File: src/rtl/pc_sequencer.sv
// Program counter sequencer: stall, prioritised redirects, circular RAS, EPC.
// Optional: PC_SEQUENCER_MISALIGN_TRAP_EN turns misaligned targets into traps.
module pc_sequencer #(
  parameter int          ADDR_W    = 32,
  parameter logic [31:0] RESET_PC  = 32'h0000_3000,
  parameter logic [31:0] TRAP_PC   = 32'h0000_4180,
  parameter int          RAS_DEPTH = 4
) (
  input  logic              clk,
  input  logic              reset_n,
  input  logic              stall,
  input  logic              jump_en,
  input  logic              jump_link,
  input  logic [ADDR_W-1:0] jump_target,
  input  logic              ret_en,
  input  logic              trap_en,
  input  logic              eret_en,
  output logic [ADDR_W-1:0] pc_value,
  output logic [ADDR_W-1:0] epc,
  output logic              in_trap,
  output logic              ras_empty,
  output logic              ras_full,
  output logic              ras_underflow,
  output logic [ADDR_W-1:0] badaddr
);

  localparam int PW = $clog2(RAS_DEPTH);
  localparam logic [ADDR_W-1:0] RST_PC = RESET_PC[ADDR_W-1:0];
  localparam logic [ADDR_W-1:0] TRP_PC = TRAP_PC[ADDR_W-1:0];
  localparam logic [PW:0] FULL_CNT = (PW+1)'(RAS_DEPTH);

  logic [ADDR_W-1:0] pc_q, pc_d;
  logic [ADDR_W-1:0] epc_q, epc_d;
  logic              trap_q, trap_d;
  logic              uf_q, uf_d;
  logic [ADDR_W-1:0] ras_q [RAS_DEPTH];
  logic [PW-1:0]     ptr_q, ptr_d;
  logic [PW:0]       cnt_q, cnt_d;
  logic              push, pop, trap_go, misalign;
  logic [ADDR_W-1:0] tgt_al, link_pc, top;

  assign tgt_al  = {jump_target[ADDR_W-1:2], 2'b00};
  assign link_pc = pc_q + ADDR_W'(4);
  assign top     = ras_q[ptr_q - PW'(1)];

`ifdef PC_SEQUENCER_MISALIGN_TRAP_EN
  assign misalign = |jump_target[1:0];
`else
  logic unused_lo;
  assign unused_lo = ^jump_target[1:0];
  assign misalign  = 1'b0;
`endif

  always_comb begin
    pc_d    = pc_q + ADDR_W'(4);
    epc_d   = epc_q;
    trap_d  = trap_q;
    uf_d    = 1'b0;
    push    = 1'b0;
    pop     = 1'b0;
    trap_go = 1'b0;
    if (trap_en) begin
      trap_go = 1'b1;
    end else if (stall) begin
      pc_d = pc_q;
    end else if (eret_en && trap_q) begin
      pc_d   = epc_q;
      trap_d = 1'b0;
    end else if (ret_en) begin
      if (cnt_q != '0) begin
        pc_d = top;
        pop  = 1'b1;
      end else begin
        uf_d    = 1'b1;
        pc_d    = tgt_al;
        trap_go = misalign;
      end
    end else if (jump_en) begin
      pc_d    = tgt_al;
      trap_go = misalign;
      push    = jump_link && !misalign;
    end
    // Nested traps keep the EPC of the outermost handler entry
    if (trap_go) begin
      pc_d = TRP_PC;
      if (!trap_q) begin
        epc_d  = {pc_q[ADDR_W-1:2], 2'b00};
        trap_d = 1'b1;
      end
    end
  end

  always_comb begin
    ptr_d = ptr_q;
    cnt_d = cnt_q;
    if (push) begin
      ptr_d = ptr_q + PW'(1);
      if (cnt_q != FULL_CNT) cnt_d = cnt_q + 1'b1;
    end else if (pop) begin
      ptr_d = ptr_q - PW'(1);
      cnt_d = cnt_q - 1'b1;
    end
  end

  always_ff @(posedge clk or negedge reset_n) begin
    if (!reset_n) begin
      pc_q   <= RST_PC;
      epc_q  <= '0;
      trap_q <= 1'b0;
      uf_q   <= 1'b0;
      ptr_q  <= '0;
      cnt_q  <= '0;
    end else begin
      pc_q   <= pc_d;
      epc_q  <= epc_d;
      trap_q <= trap_d;
      uf_q   <= uf_d;
      ptr_q  <= ptr_d;
      cnt_q  <= cnt_d;
    end
  end

  always_ff @(posedge clk or negedge reset_n) begin
    if (!reset_n) begin
      for (int i = 0; i < RAS_DEPTH; i++) ras_q[i] <= '0;
    end else if (push) begin
      ras_q[ptr_q] <= {link_pc[ADDR_W-1:2], 2'b00};
    end
  end

`ifdef PC_SEQUENCER_MISALIGN_TRAP_EN
  logic [ADDR_W-1:0] bad_q;
  always_ff @(posedge clk or negedge reset_n) begin
    if (!reset_n) bad_q <= '0;
    else if (trap_go && !trap_en) bad_q <= jump_target;
  end
  assign badaddr = bad_q;
`else
  assign badaddr = '0;
`endif

  assign pc_value      = pc_q;
  assign epc           = epc_q;
  assign in_trap       = trap_q;
  assign ras_empty     = (cnt_q == '0);
  assign ras_full      = (cnt_q == FULL_CNT);
  assign ras_underflow = uf_q;

endmodule

File: config.mk
export PLATFORM = sky130hd
export DESIGN_NAME = pc_sequencer
export DESIGN_NICKNAME = d
export VERILOG_FILES = /design/src/rtl/pc_sequencer.sv
export SDC_FILE = /design/constraint.sdc
export NUM_CORES = 1
export LEC_CHECK = 0
export ABC_CLOCK_PERIOD_IN_PS = 2500
export BUFFER_PORTS_ARGS = -buffer_cell sky130_fd_sc_hd__buf_2
export CORE_ASPECT_RATIO = 1.4
export CORE_MARGIN = 3
export CORE_UTILIZATION = 50
export DETAILED_ROUTE_END_ITERATION = 7
export PLACE_DENSITY = 0.83
export REMOVE_ABC_BUFFERS = 1
export SYNTH_ARGS = -nofsm -noshare
export SYNTH_HDL_FRONTEND = slang
export SYNTH_SLANG_ARGS = --single-unit
File: constraint.sdc
create_clock -name clk -period 2.5 [get_ports clk]
set_input_delay 0.5 -clock clk [delete_from_list [all_inputs] [get_ports clk]]
set_output_delay 0.5 -clock clk [all_outputs]
set_load 0.05 [all_outputs]
# Yosys cells after proc, flatten, opt, wreduce, memory -nomap -nowiden
# Cells that the tools add are included.
[op_classes]
add_sub_neg = 5
mux = 39
reduce_logical = 7
order_cmp = 3
eq_ne = 4
bitwise = 3
[ops]
columns = ["operator", "n"]
rows = [
  ["$mux 32", 10],
  ["$bwmux 128", 1],
  ["$bmux 32 s2", 1],
  ["$demux 32 s2", 1],
  ["$add 32x3->32 const B", 1],
  ["$mux 1", 21],
  ["$mux 3", 3],
  ["$ge 3x3->1 const B", 2],
  ["$not 2->3", 2],
  ["$mux 2", 2],
  ["$reduce_and 2->1", 2],
  ["$add 3x1->3 const B", 1],
  ["$eq 3x3->1 const B", 1],
  ["$logic_not 3->1", 1],
  ["$lt 3x1->1 const B", 1],
  ["$ne 3x1->1 const B", 1],
  ["$ne 3x3->1 const B", 1],
  ["$reduce_bool 3->1", 1],
  ["$sub 3x1->3 const B", 1],
  ["$add 2x1->2 const B", 1],
  ["$logic_and 1x1->1", 2],
  ["$ne 2x1->1 const B", 1],
  ["$reduce_bool 2->1", 1],
  ["$sub 2x1->2 const B", 1],
  ["$not 1->1", 1],
]
[word_totals]
inputBits = 40
reg_bits = 197

# Longest topological paths before layout
# Gate-level depths: netlist (run 1).
[depth]
ltp_word = 11
ltp_mapped = 9
depth_no_buf = 7

# Worst setup path before layout (run 1)
# OpenSTA, ideal clock, no wires.
[synth_path]
path_type = "reg2reg"
startpoint = "register cnt_q[0]"
endpoint = "register pc_q[24], in the netlist pc_value[24]"
setup_ns = 0.126
path_buffers = 1
path_stages_with_launch = 7
arrival_ns = 2.865
t_required_ns = 2.374
path_slack_ns = -0.491
path_cell_list = "dfrtp_1 -> nor3_1 -> a21oi_1 -> clkbuf_1 -> o221ai_1 -> o21ai_0 -> a221o_1"
[synth_via]
elab_chain_cells = 7
[synth_rtl]
columns = ["item", "line", "rtl"]
rows = [
  ["start: declaration", "38", "logic [PW:0] cnt_q, cnt_d;"],
  ["start signal: assignment", "119", "cnt_q <= cnt_d;"],
  ["$reduce_bool 3->1", "70", "if (cnt_q != '0) begin"],
  ["$mux 32", "70", ""],
  ["$mux 32", "69", "end else if (ret_en) begin"],
  ["$mux 32", "66", "end else if (eret_en && trap_q) begin"],
  ["$mux 32", "64", "end else if (stall) begin"],
  ["$mux 32", "62", "if (trap_en) begin"],
  ["$mux 32", "84", "if (trap_go) begin"],
  ["end signal: assignment", "114", "pc_q <= pc_d;"],
  ["end: declaration", "32", "logic [ADDR_W-1:0] pc_q, pc_d;"],
]
# No other way between the ends. The select of a mux whose other input is x is not followed.
# A chain may end at the register's enable or synchronous reset.

# Final worst setup path (run 1)
[layout_path]
startpoint = "register pc_q[3], in the netlist pc_value[3]"
endpoint = "register pc_q[14], in the netlist pc_value[14]"
[layout_via]
elab_chain_cells = 7
[layout_rtl]
columns = ["item", "line", "rtl"]
rows = [
  ["$add 32x3->32 (*)", "55", "pc_d = pc_q + ADDR_W'(4);"],
  ["$mux 32", "78", "end else if (jump_en) begin"],
  ["$mux 32", "69", ""],
  ["$mux 32", "66", ""],
  ["$mux 32", "64", ""],
  ["$mux 32 (*)", "62", ""],
  ["$mux 32 (*)", "84", ""],
]
# Every way passes the cells marked *; elsewhere a longest branch is shown, timed or not. The select of a mux whose other input is x is not followed.

==> run metrics, run 1 <==
data arrival time of the critical path=2730 ps; number of buffers added for setup after CTS=0; CTS clock-pin slew for the worst setup and hold paths=roughly 70 ps; Area Overhead vs Synth=15.4%; clk root buf=sky130_fd_sc_hd__clkbuf_16; ports placed on the boundary=between 100 and 150; run status=finished, final reports clean; RR Startpoint=pc_value[3]$_DFFE_PN0P_; Gate Count Post-Synth=a little under 900; total of cells resized after clock tree synthesis=0; leakage power=approximately 0.0048 uW; shortest period the worst path allows=~2400 ps; first-pass iteration count of the detailed router=5; achievable frequency=approximately 420 MHz; total CTS buffers=17; capturing point of the worst reg2reg path=pc_value[14]$_DFFE_PN0P_; final count of negative-setup-slack endpoints=0; weighted congestion reported at the end of routability-driven placement=roughly 0.86; R2R depth=7; delay contributed by the slowest stage of the critical path=~480 ps; critical path depth=7; final wirelength=25,700 um; sequential cell area fraction in the yosys report=50.5%; Die X=121 um; detail-routed net length per standard cell=20.8 um; most used flip-flop cell after synthesis=sky130_fd_sc_hd__dfrtp_1; worst skew pair latency=around 430 ps; crit-path max FO=6; number of clock sinks seen by CTS=around 190; Setup crit end kind=flop; Vias=approximately 7,700; floorplan row count=just under 60; clock network fraction of total power=roughly a quarter; setup slack of the most critical reg-to-reg path=~130 ps; HPWL reported at the end of detailed placement=between 15,000 and 20,000 um; Comb pwr share=between 30% and 40%; Core Region=0.0181 sq mm; number of I/O port buffers=101; unrepaired setup endpoints after global routing=false; Final Hold Violating Endpoints=0; TritonCTS clock tree=built; final cell area excluding filler cells=between 0.01 and 0.015 sq mm; worst clock skew=6.86 ps; power dissipated by switching net loads=about 3500 uW; average instance area after synthesis=10.5 sq um; number of global-route vias before repair=a little under 8,000; max-cap check violation count=0; final worst-path cycle share=94.9%; mapped cell area=0.00926 sq mm; Cell Area, Placed=a little over 0.01 sq mm; first-pass GRT wire length=a little over 40,000 um; initial core utilization=51.3%; path category of the worst min-delay check=input pin to asynchronous set/reset pin; Final ANT Viol Nets=0; switching share of power=a little under two fifths; overall die area=around 0.020 sq mm; power per cell area=approximately 860 mW/mm^2; worst-case clock buffer depth=2; max-slew violation count=0; total routing usage reported by global routing=roughly a quarter; slew at the pin closest to its max-slew limit=approximately 650 ps; maximum number of pins on one net before global-route repair=between 50 and 60; count of state elements after synthesis=between 150 and 200; drt via density=6.19; worst endpoint required time=between 2000 and 3000 ps; sequential fraction of design power=41.5%; type of the worst setup path=flop to flop; Critical Path, Cell by Cell=ha_1 > nand4_1 > buf_4 > nor4_1 > xnor2_1 > o21ai_0 > o221a_2; minimum hold slack=just under 4 ps; startpoint types=flop; share of layout cells above drive strength 1=a little over a quarter; number of distinct library cells after synthesis=around 60; internal portion of total power=between 5000 and 6000 uW; ant diodes=0; First DRT Iteration DRCs=approximately 980; yosys synthesis warning count=0; maximum level of the CTS H-tree=4; grt total ovfl=0; die height=roughly 170 um; nets@finish=between 1,000 and 1,500; kind of cell with the highest combined delay on the critical path=compound AO/OA/AOI/OAI gates; count of buffering cells on the critical path with inverters included=1; Async S/R FF share, synth=between 90% and 100%; post-detailed-route DRC marker count=0; hold buffers post-CTS=0; VDD IR max=~670 uV; number of antenna violations at the first check in global routing=0; headroom to the max-slew limit=56.7%; master of the slowest instance on the critical path=sky130_fd_sc_hd__dfrtp_1; Setup TNS Final=0 ps; Post-synth EDFFs=0
cells in the mapped netlist (all sizes together) (12+ instances only):
master  number  area, sq um
a21oi       20          100
a221o       20          200
buf         56          374
nor2        18         67.6
o21ai      137          686
clkbuf      45          170
mux2        31          349
nand2      144          543
dfrtp      185         4630
o221ai      19          166
xnor2       18          158
inv         12         45.0
nand3       20          105
nor3        15         75.1
mux4        30          676
registers in the layout (all words and copies together) (netlist names):
| register | flops |
|---|---|
| ras_q | 120 |
| epc | 30 |
| pc_value | 30 |
| cnt_q | 3 |
| ptr_q | 2 |
| in_trap | 1 |
| ras_underflow | 1 |
metrics by stage:
step	total power, uW	instances	setup WS [ps]	utilization [%]
final	9210	1237	128	59.2
after global routing	9590	1237	1.69	59.2
after CTS	9200	1237	151	59.2
after detailed placement	6760	1206	248	56.3
after global placement	6660	1206	262	56.3
after floorplan	5720	813	-1280	-
power groups by stage:
stage | registers, uW | logic [uW] | clock network [uW]
final | 3820 | 2940 | 2440
after global routing | 3860 | 3130 | 2600
after global placement | 3820 | 2840 | 0
after detailed placement | 3860 | 2900 | 0
after CTS | 3810 | 2930 | 2460
after floorplan | 4400 | 1320 | 0
per-layer routing:
layer / part of all wire, % / wire length, um / track usage (%)
met4: 4.5 / 1150 / 13.1
met5: 0 / 0 / 0
met1: 36 / 9300 / 32.0
met3: 8.7 / 2230 / 4.79
met2: 51 / 13000 / 43.1
cells by family after synthesis:
kind of cell	share of synthesized area (%)
AND/OR/NAND/NOR	13.1
multiplexers	11.1
AO/OA/AOI/OAI	15.5
XOR/XNOR	2.44
other	0.0405
adder cells (fa/ha/maj)	0.892
flip-flops	50.5
buffers and inverters	6.36
worst max-delay path by stage:
stage | startpoint | end
finish | pc_value[3]$_DFFE_PN0P_ | pc_value[14]$_DFFE_PN0P_
detailed placement | pc_value[3]$_DFFE_PN0P_ | pc_value[28]$_DFFE_PN0P_
floorplan | in_trap$_DFF_PN0_ | ras_q[35]$_DFFE_PN0P_
CTS | pc_value[3]$_DFFE_PN0P_ | pc_value[14]$_DFFE_PN0P_
global placement | pc_value[3]$_DFFE_PN0P_ | pc_value[16]$_DFFE_PN0P_
global route | pc_value[3]$_DFFE_PN0P_ | pc_value[14]$_DFFE_PN0P_
cell usage in the layout (no fill, tap or decap), types with 4 or more instances in the layout:
cell and n:
sky130_fd_sc_hd__and2_1 9, sky130_fd_sc_hd__a22oi_1 7, sky130_fd_sc_hd__a31oi_1 4, sky130_fd_sc_hd__xor2_1 6
sky130_fd_sc_hd__clkinv_4 4, sky130_fd_sc_hd__buf_12 7, sky130_fd_sc_hd__buf_4 45, sky130_fd_sc_hd__o21ai_1 17
sky130_fd_sc_hd__dfrtp_1 184, sky130_fd_sc_hd__nand2_1 143, sky130_fd_sc_hd__a221o_1 20, sky130_fd_sc_hd__nor4_1 10
sky130_fd_sc_hd__inv_1 12, sky130_fd_sc_hd__a21oi_1 19, sky130_fd_sc_hd__ha_1 5, sky130_fd_sc_hd__nor2_1 18
sky130_fd_sc_hd__xnor2_1 18, sky130_fd_sc_hd__nand3_1 19, sky130_fd_sc_hd__mux2_2 31, sky130_fd_sc_hd__nand4_1 8
sky130_fd_sc_hd__o221ai_1 19, sky130_fd_sc_hd__or4_1 4, sky130_fd_sc_hd__o221a_2 5, sky130_fd_sc_hd__clkinv_2 4
sky130_fd_sc_hd__a221oi_1 4, sky130_fd_sc_hd__conb_1 36, sky130_fd_sc_hd__nor3_1 14, sky130_fd_sc_hd__mux4_2 30
sky130_fd_sc_hd__clkbuf_16 17, sky130_fd_sc_hd__buf_2 100, sky130_fd_sc_hd__nand2b_1 4, sky130_fd_sc_hd__o21ai_0 120
area by class of cell:
type | instances | area [sq um]
Fill cell | 1463 | 7380
Tap cell | 240 | 300
Clock inverter | 13 | 96.3
Inverter | 12 | 45.0
Timing Repair Buffer | 153 | 990
Multi-Input combinational cell | 614 | 4150
Sequential cell | 187 | 4680
Clock buffer | 18 | 429
(Power assumes the default switching activity.)
==> run 2: changes to the inputs <==
--- a/config.mk
+++ b/config.mk
@@ -9,9 +9,9 @@
 export BUFFER_PORTS_ARGS = -buffer_cell sky130_fd_sc_hd__buf_2
 export CORE_ASPECT_RATIO = 1.4
 export CORE_MARGIN = 3
-export CORE_UTILIZATION = 50
+export CORE_UTILIZATION = 30
 export DETAILED_ROUTE_END_ITERATION = 7
-export PLACE_DENSITY = 0.83
+export PLACE_DENSITY = 0.58
 export REMOVE_ABC_BUFFERS = 1
 export SYNTH_ARGS = -nofsm -noshare
 export SYNTH_HDL_FRONTEND = slang
==> run 2 against run 1 <==
Effect of this change: clock skew increased by 1.8 ps; first-iteration DRC count decreased by 48%; largest power group unchanged; highest routed layer unchanged; routed wire length increased by 7.0%.
==> run metrics, run 2 (synthesized netlist as in run 1, its figures left out) <==
leakage power=0.00488 uW (was 0.00480 uW); overall die area=0.0330 sq mm (was 0.0202 sq mm); total of cells resized after clock tree synthesis=0 (unchanged); total routing usage reported by global routing=16.8% (was 25.8%); max-cap check violation count=0 (unchanged); Comb pwr share=30.9% (was 32.0%); minimum hold slack=413 ps (was 3.91 ps); weighted congestion reported at the end of routability-driven placement=0.787 (was 0.863); VDD IR max=591 uV (was 666 uV); initial core utilization=30.7% (was 51.3%); final worst-path cycle share=93.3% (was 94.9%); hold buffers post-CTS=1 (was 0); Cell Area, Placed=0.0104 sq mm (was 0.0102 sq mm); detail-routed net length per standard cell=19.8 um (was 20.8 um); TritonCTS clock tree=built (unchanged); Vias=7,283 (was 7,657); worst endpoint required time=2000 ps (was 2860 ps); shortest period the worst path allows=2330 ps (was 2370 ps); internal portion of total power=6120 uW (was 5750 uW); crit-path max FO=5 (was 6); sequential fraction of design power=39.2% (was 41.5%); slew at the pin closest to its max-slew limit=642 ps (was 648 ps); type of the worst setup path=flop to output pin (was flop to flop); final wirelength=27,500 um (was 25,700 um); clock network fraction of total power=29.8% (was 26.5%); Area Overhead vs Synth=19.4% (was 15.4%); Final Hold Violating Endpoints=0 (unchanged); path category of the worst min-delay check=input pin to flop (was input pin to asynchronous set/reset pin); run status=finished, final reports clean (unchanged); setup slack of the most critical reg-to-reg path=180 ps (was 130 ps); first-pass GRT wire length=42,900 um (was 40,800 um); post-detailed-route DRC marker count=0 (unchanged); power per cell area=874 mW/mm^2 (was 861 mW/mm^2); drt via density=5.26 (was 6.19); switching share of power=36.6% (was 37.5%); unrepaired setup endpoints after global routing=false (unchanged); Final ANT Viol Nets=0 (unchanged); number of global-route vias before repair=7,404 (was 7,837); max FFs per register=120 (unchanged); worst-case clock buffer depth=2 (unchanged); ant diodes=0 (unchanged); first-pass iteration count of the detailed router=5 (unchanged); startpoint types=flop (unchanged); final count of negative-setup-slack endpoints=0 (unchanged); HPWL reported at the end of detailed placement=19,000 um (was 17,300 um); die height=214 um (was 167 um); share of layout cells above drive strength 1=27.4% (was 27.0%); number of antenna violations at the first check in global routing=0 (unchanged); Die X=155 um (was 121 um); floorplan row count=75 (was 58); most frequent cells in the layout=sky130_fd_sc_hd__dfrtp_1 (184), sky130_fd_sc_hd__nand2_1 (143), sky130_fd_sc_hd__o21ai_0 (120) (unchanged); achievable frequency=429 MHz (was 422 MHz); number of clock sinks seen by CTS=187 (unchanged); clk root buf=sky130_fd_sc_hd__clkbuf_16 (unchanged); register with the highest flop count=ras_q (unchanged); grt total ovfl=0 (unchanged); data arrival time of the critical path=1830 ps (was 2730 ps); First DRT Iteration DRCs=507 (was 975); final cell area excluding filler cells=0.0111 sq mm (was 0.0107 sq mm); nets@finish=1,033 (was 1,031); power dissipated by switching net loads=3540 uW (was 3450 uW); maximum level of the CTS H-tree=4 (unchanged); headroom to the max-slew limit=56.9% (was 56.7%); Setup TNS Final=0 ps (unchanged); Setup crit end kind=output pin (was flop); worst clock skew=8.63 ps (was 6.86 ps); total CTS buffers=17 (unchanged); most frequent standard cell in the layout excluding fill and tap cells=sky130_fd_sc_hd__dfrtp_1 (unchanged); worst skew pair latency=440 ps (was 430 ps); Core Region=0.0302 sq mm (was 0.0181 sq mm); CTS clock-pin slew for the worst setup and hold paths=70 ps (about the same); ports placed on the boundary=140 (unchanged); maximum number of pins on one net before global-route repair=66 (was 59); number of buffers added for setup after CTS=0 (unchanged); max-slew violation count=0 (unchanged); number of I/O port buffers=101 (unchanged)
[run 2: changes by cell type in the layout (fill, tap and decap cells not counted), sizes merged]
| cell | before | now |
|---|---|---|
| inv | 15 | 19 |
| clkinv | 8 | 2 |
| dlygate4sd3 | 0 | 1 |
| bufinv | 0 | 3 |
| clkbuf | 18 | 19 |
[run 2: power by group through the flow]
| stage | Sequential [uW] | Clock, uW | Combinational [uW] |
|---|---|---|---|
| finish | 3790 | 2880 | 2990 |
| global route | 3850 | 3060 | 3210 |
| CTS | 3790 | 2950 | 3020 |
| detailed placement | 3850 | 0 | 3010 |
| global placement | 3830 | 0 | 2990 |
| floorplan | 4400 | 0 | 1320 |
[run 2: per-layer routing]
| layer | GRT usage, % | wire, um | vias up |
|---|---|---|---|
| li1 | - | - | 3338 |
| met1 | 21.9 | 11300 | 3643 |
| met2 | 28.1 | 13800 | 260 |
| met3 | 3.42 | 1840 | 42 |
| met4 | 4.98 | 554 | 0 |
| met5 | 0 | 0 | - |
[run 2: layout make-up]
class | instances | area (sq um)
timing repair buffer | 155 | 1070
inverter | 12 | 45.0
clock buffer | 18 | 439
tap | 385 | 482
multi-input combinational | 614 | 4160
fill | 3076 | 19200
clock inverter | 14 | 183
sequential | 187 | 4680
[run 2: worst max-delay path: stages (launching register included)]
cell and delay, ps:
sky130_fd_sc_hd__dfrtp_1 450, sky130_fd_sc_hd__nor3_1 560, sky130_fd_sc_hd__buf_2 380
[run 2: metrics by stage]
step / total power [uW] / worst slack (ps) / cells / util [%]
final: 9660 / 167 / 1385 / 36.6
after global routing: 10100 / 46.3 / 1385 / 36.6
after CTS: 9750 / 133 / 1385 / 36.6
after detailed placement: 6860 / 237 / 1352 / 34.5
after global placement: 6820 / 267 / 1352 / 34.5
after floorplan: 5720 / -1280 / 813 / -
[run 2: worst paths after layout]
| path | cells past startpoint | start | endpoint |
|---|---|---|---|
| worst max-delay path | 2 | cnt_q[0]$_DFFE_PN0P_ | ras_empty |
| min in group asynchronous | 2 | reset_n | pc_value[30]$_DFFE_PN0P_ |
| worst min-delay path | 3 | eret_en | in_trap$_DFF_PN0_ |
| worst max register to register | 7 | pc_value[3]$_DFFE_PN0P_ | ras_q[94]$_DFFE_PN0P_ |
| worst min register to register | 2 | ras_q[110]$_DFFE_PN0P_ | ras_q[110]$_DFFE_PN0P_ |
| max in group asynchronous | 3 | reset_n | pc_value[12]$_DFFE_PN1P_ |
==> run 3: changes to the inputs <==
--- a/config.mk
+++ b/config.mk
@@ -11,6 +11,7 @@
 export CORE_MARGIN = 3
 export CORE_UTILIZATION = 30
 export DETAILED_ROUTE_END_ITERATION = 7
+export MAX_ROUTING_LAYER = met4
 export PLACE_DENSITY = 0.58
 export REMOVE_ABC_BUFFERS = 1
 export SYNTH_ARGS = -nofsm -noshare
==> run 3 against run 2 <==
Effect of this change: final cell count unchanged; clock-buffer cell count unchanged; sequential share of layout area unchanged; global-route usage up 0.51 points; sequential power about the same; non-clock buffer count unchanged; power about the same; via count about the same; setup slack better by 23 ps; routed wire length about the same; die area unchanged; register-to-register slack about the same; critical endpoint is now ras_q[94]$_DFFE_PN0P_.
==> run metrics, run 3 (synthesized netlist as in run 1, its figures left out) <==
run status=finished, final reports clean (unchanged); master of the slowest instance on the critical path=sky130_fd_sc_hd__dfrtp_1 (was sky130_fd_sc_hd__nor3_1); worst clock skew=8.83 ps (was 8.63 ps); sequential fraction of design power=39.2% (about the same); ports placed on the boundary=140 (unchanged); total routing usage reported by global routing=17.3% (was 16.8%); path category of the worst min-delay check=input pin to flop (unchanged); post-detailed-route DRC marker count=0 (unchanged); non-filler cells, final=1,385 (unchanged); crit-path max FO=11 (was 5); number of antenna violations at the first check in global routing=0 (unchanged); total CTS buffers=17 (unchanged); HPWL reported at the end of detailed placement=19,000 um (unchanged); register with the highest flop count=ras_q (unchanged); most frequent standard cell in the layout excluding fill and tap cells=sky130_fd_sc_hd__dfrtp_1 (unchanged); data arrival time of the critical path=2640 ps (was 1830 ps); overall die area=0.0330 sq mm (unchanged); type of the worst setup path=flop to flop (was flop to output pin); VDD IR max=587 uV (was 591 uV); number of global-route vias before repair=7,391 (was 7,404); Setup TNS Final=0 ps (unchanged); shortest period the worst path allows=2310 ps (was 2330 ps); CTS clock-pin slew for the worst setup and hold paths=70 ps (about the same); Final Hold Violating Endpoints=0 (unchanged); number of clock sinks seen by CTS=187 (unchanged); power per cell area=874 mW/mm^2 (about the same); final wirelength=27,500 um (about the same); power dissipated by switching net loads=3540 uW (about the same); floorplan row count=75 (unchanged); first-pass iteration count of the detailed router=5 (unchanged); slew at the pin closest to its max-slew limit=607 ps (was 642 ps); First DRT Iteration DRCs=601 (was 507); share of layout cells above drive strength 1=27.4% (unchanged); clock network fraction of total power=29.8% (about the same); initial core utilization=30.7% (unchanged); detail-routed net length per standard cell=19.8 um (about the same); Core Region=0.0302 sq mm (unchanged); max-slew violation count=0 (unchanged); clk root buf=sky130_fd_sc_hd__clkbuf_16 (unchanged); TritonCTS clock tree=built (unchanged); nets@finish=1,033 (unchanged); number of I/O port buffers=101 (unchanged); R2R depth=7 (unchanged); drt via density=5.25 (was 5.26); area used by sequential logic in the layout=0.00468 sq mm (unchanged); cell count after placement=1,352 (unchanged); number of fillers in the final layout=3,076 (unchanged); most frequent cells in the layout=sky130_fd_sc_hd__dfrtp_1 (184), sky130_fd_sc_hd__nand2_1 (143), sky130_fd_sc_hd__o21ai_0 (120) (unchanged); max FFs per register=120 (unchanged); capturing point of the worst reg2reg path=ras_q[94]$_DFFE_PN0P_ (unchanged); worst skew pair latency=440 ps (about the same); setup slack of the most critical reg-to-reg path=190 ps (was 180 ps); delay contributed by the slowest stage of the critical path=460 ps (was 560 ps); final worst-path cycle share=92.4% (was 93.3%); worst-case clock buffer depth=2 (unchanged); grt total ovfl=0 (unchanged); leakage power=0.00488 uW (unchanged); Critical Path, Cell by Cell=ha_1 > nand4_1 > buf_12 > nor4_1 > nand2_1 > xnor2_1 > mux2_2 (was nor3_1 > buf_2); Die X=155 um (unchanged); Final ANT Viol Nets=0 (unchanged); switching share of power=36.6% (about the same); minimum hold slack=414 ps (was 413 ps); startpoint types=flop (unchanged); Comb pwr share=30.9% (about the same); worst hold path depth=3 (unchanged); ant diodes=0 (unchanged); Area Overhead vs Synth=19.4% (unchanged); unrepaired setup endpoints after global routing=false (unchanged); maximum level of the CTS H-tree=4 (unchanged); worst endpoint required time=2830 ps (was 2000 ps); final count of negative-setup-slack endpoints=0 (unchanged); hold wc startpoint=eret_en (unchanged); Setup crit end kind=flop (was output pin); weighted congestion reported at the end of routability-driven placement=0.800 (was 0.787); die height=214 um (unchanged); final core area utilization=36.6% (unchanged); Vias=7,276 (was 7,283); maximum number of pins on one net before global-route repair=66 (unchanged); first-pass GRT wire length=42,900 um (about the same); achievable frequency=433 MHz (was 429 MHz); internal portion of total power=6120 uW (about the same); area of the multi-input gates=0.00416 sq mm (unchanged); Worst Hold Endpoint=in_trap$_DFF_PN0_ (unchanged); RR Startpoint=pc_value[3]$_DFFE_PN0P_ (unchanged); headroom to the max-slew limit=59.2% (was 56.9%); max-cap check violation count=0 (unchanged)
-- run 3: cell counts in the layout (fill, tap and decap cells not counted) --
Identical to the previous run, type by type.
-- run 3: final cells by class --
cell class,count,area share [%]
repair buffers,155,9.70
inverters,12,0.407
multi-input cells,614,37.6
clock inverters,14,1.65
clock buffers,18,3.97
well taps,385,4.36
flip-flops and latches,187,42.3
-- run 3: worst max-delay path, delay by kind of cell (launching register included) --
kind                       cells  cell delay, ps
xor gates and xnor gates       1             200
adders and majority gates      1             260
buffers and inverters          1             190
DFF                            1             460
muxes                          1             280
and+or+nand+nor                3             790
-- run 3: worst max path at each step --
stage / endpoint / slack [ps] / startpoint / depth (start not counted)
2_1_floorplan: ras_q[35]$_DFFE_PN0P_ / -1280 / in_trap$_DFF_PN0_ / 4
3_3_place_gp: ras_q[94]$_DFFE_PN0P_ / 270 / pc_value[3]$_DFFE_PN0P_ / 7
3_5_place_dp: ras_q[62]$_DFFE_PN0P_ / 240 / pc_value[2]$_DFFE_PN0P_ / 7
4_1_cts: ras_empty / 130 / cnt_q[0]$_DFFE_PN0P_ / 2
5_1_grt: ras_empty / 40 / cnt_q[0]$_DFFE_PN0P_ / 2
6_report: ras_q[94]$_DFFE_PN0P_ / 190 / pc_value[3]$_DFFE_PN0P_ / 7
-- run 3: power by group through the flow --
stage	Combinational, uW	Clock (uW)	Sequential, uW
2_1_floorplan	1320	0	4400
3_3_place_gp	2990	0	3830
4_1_cts	3020	2950	3790
3_5_place_dp	3010	0	3850
5_1_grt	3210	3070	3860
6_report	2990	2880	3790
-- run 3: layer usage --
layer	vias to the layer above	wire length [um]	track usage [%]	share of wire, %
met2	253	13700	28.1	50
met3	40	1790	3.01	6.5
met5	-	0	-	0
met1	3640	11400	22.0	42
met4	0	561	5.24	2.0
li1	3343	-	-	-
-- run 3: repair_timing --
item,CTS,global route
hold endpoints to repair,33,0
gates resized for setup,0,0
hold buffers,1,0
buffers inserted,0,0
-- run 3: through the flow --
stage	setup slack (ps)	instance area (sq um)	total power, uW
3_5_place_dp	237	10400	6860
3_3_place_gp	267	10400	6820
4_1_cts	133	11100	9750
2_1_floorplan	-1280	8850	5720
6_report	190	11100	9660
5_1_grt	42.9	11100	10100
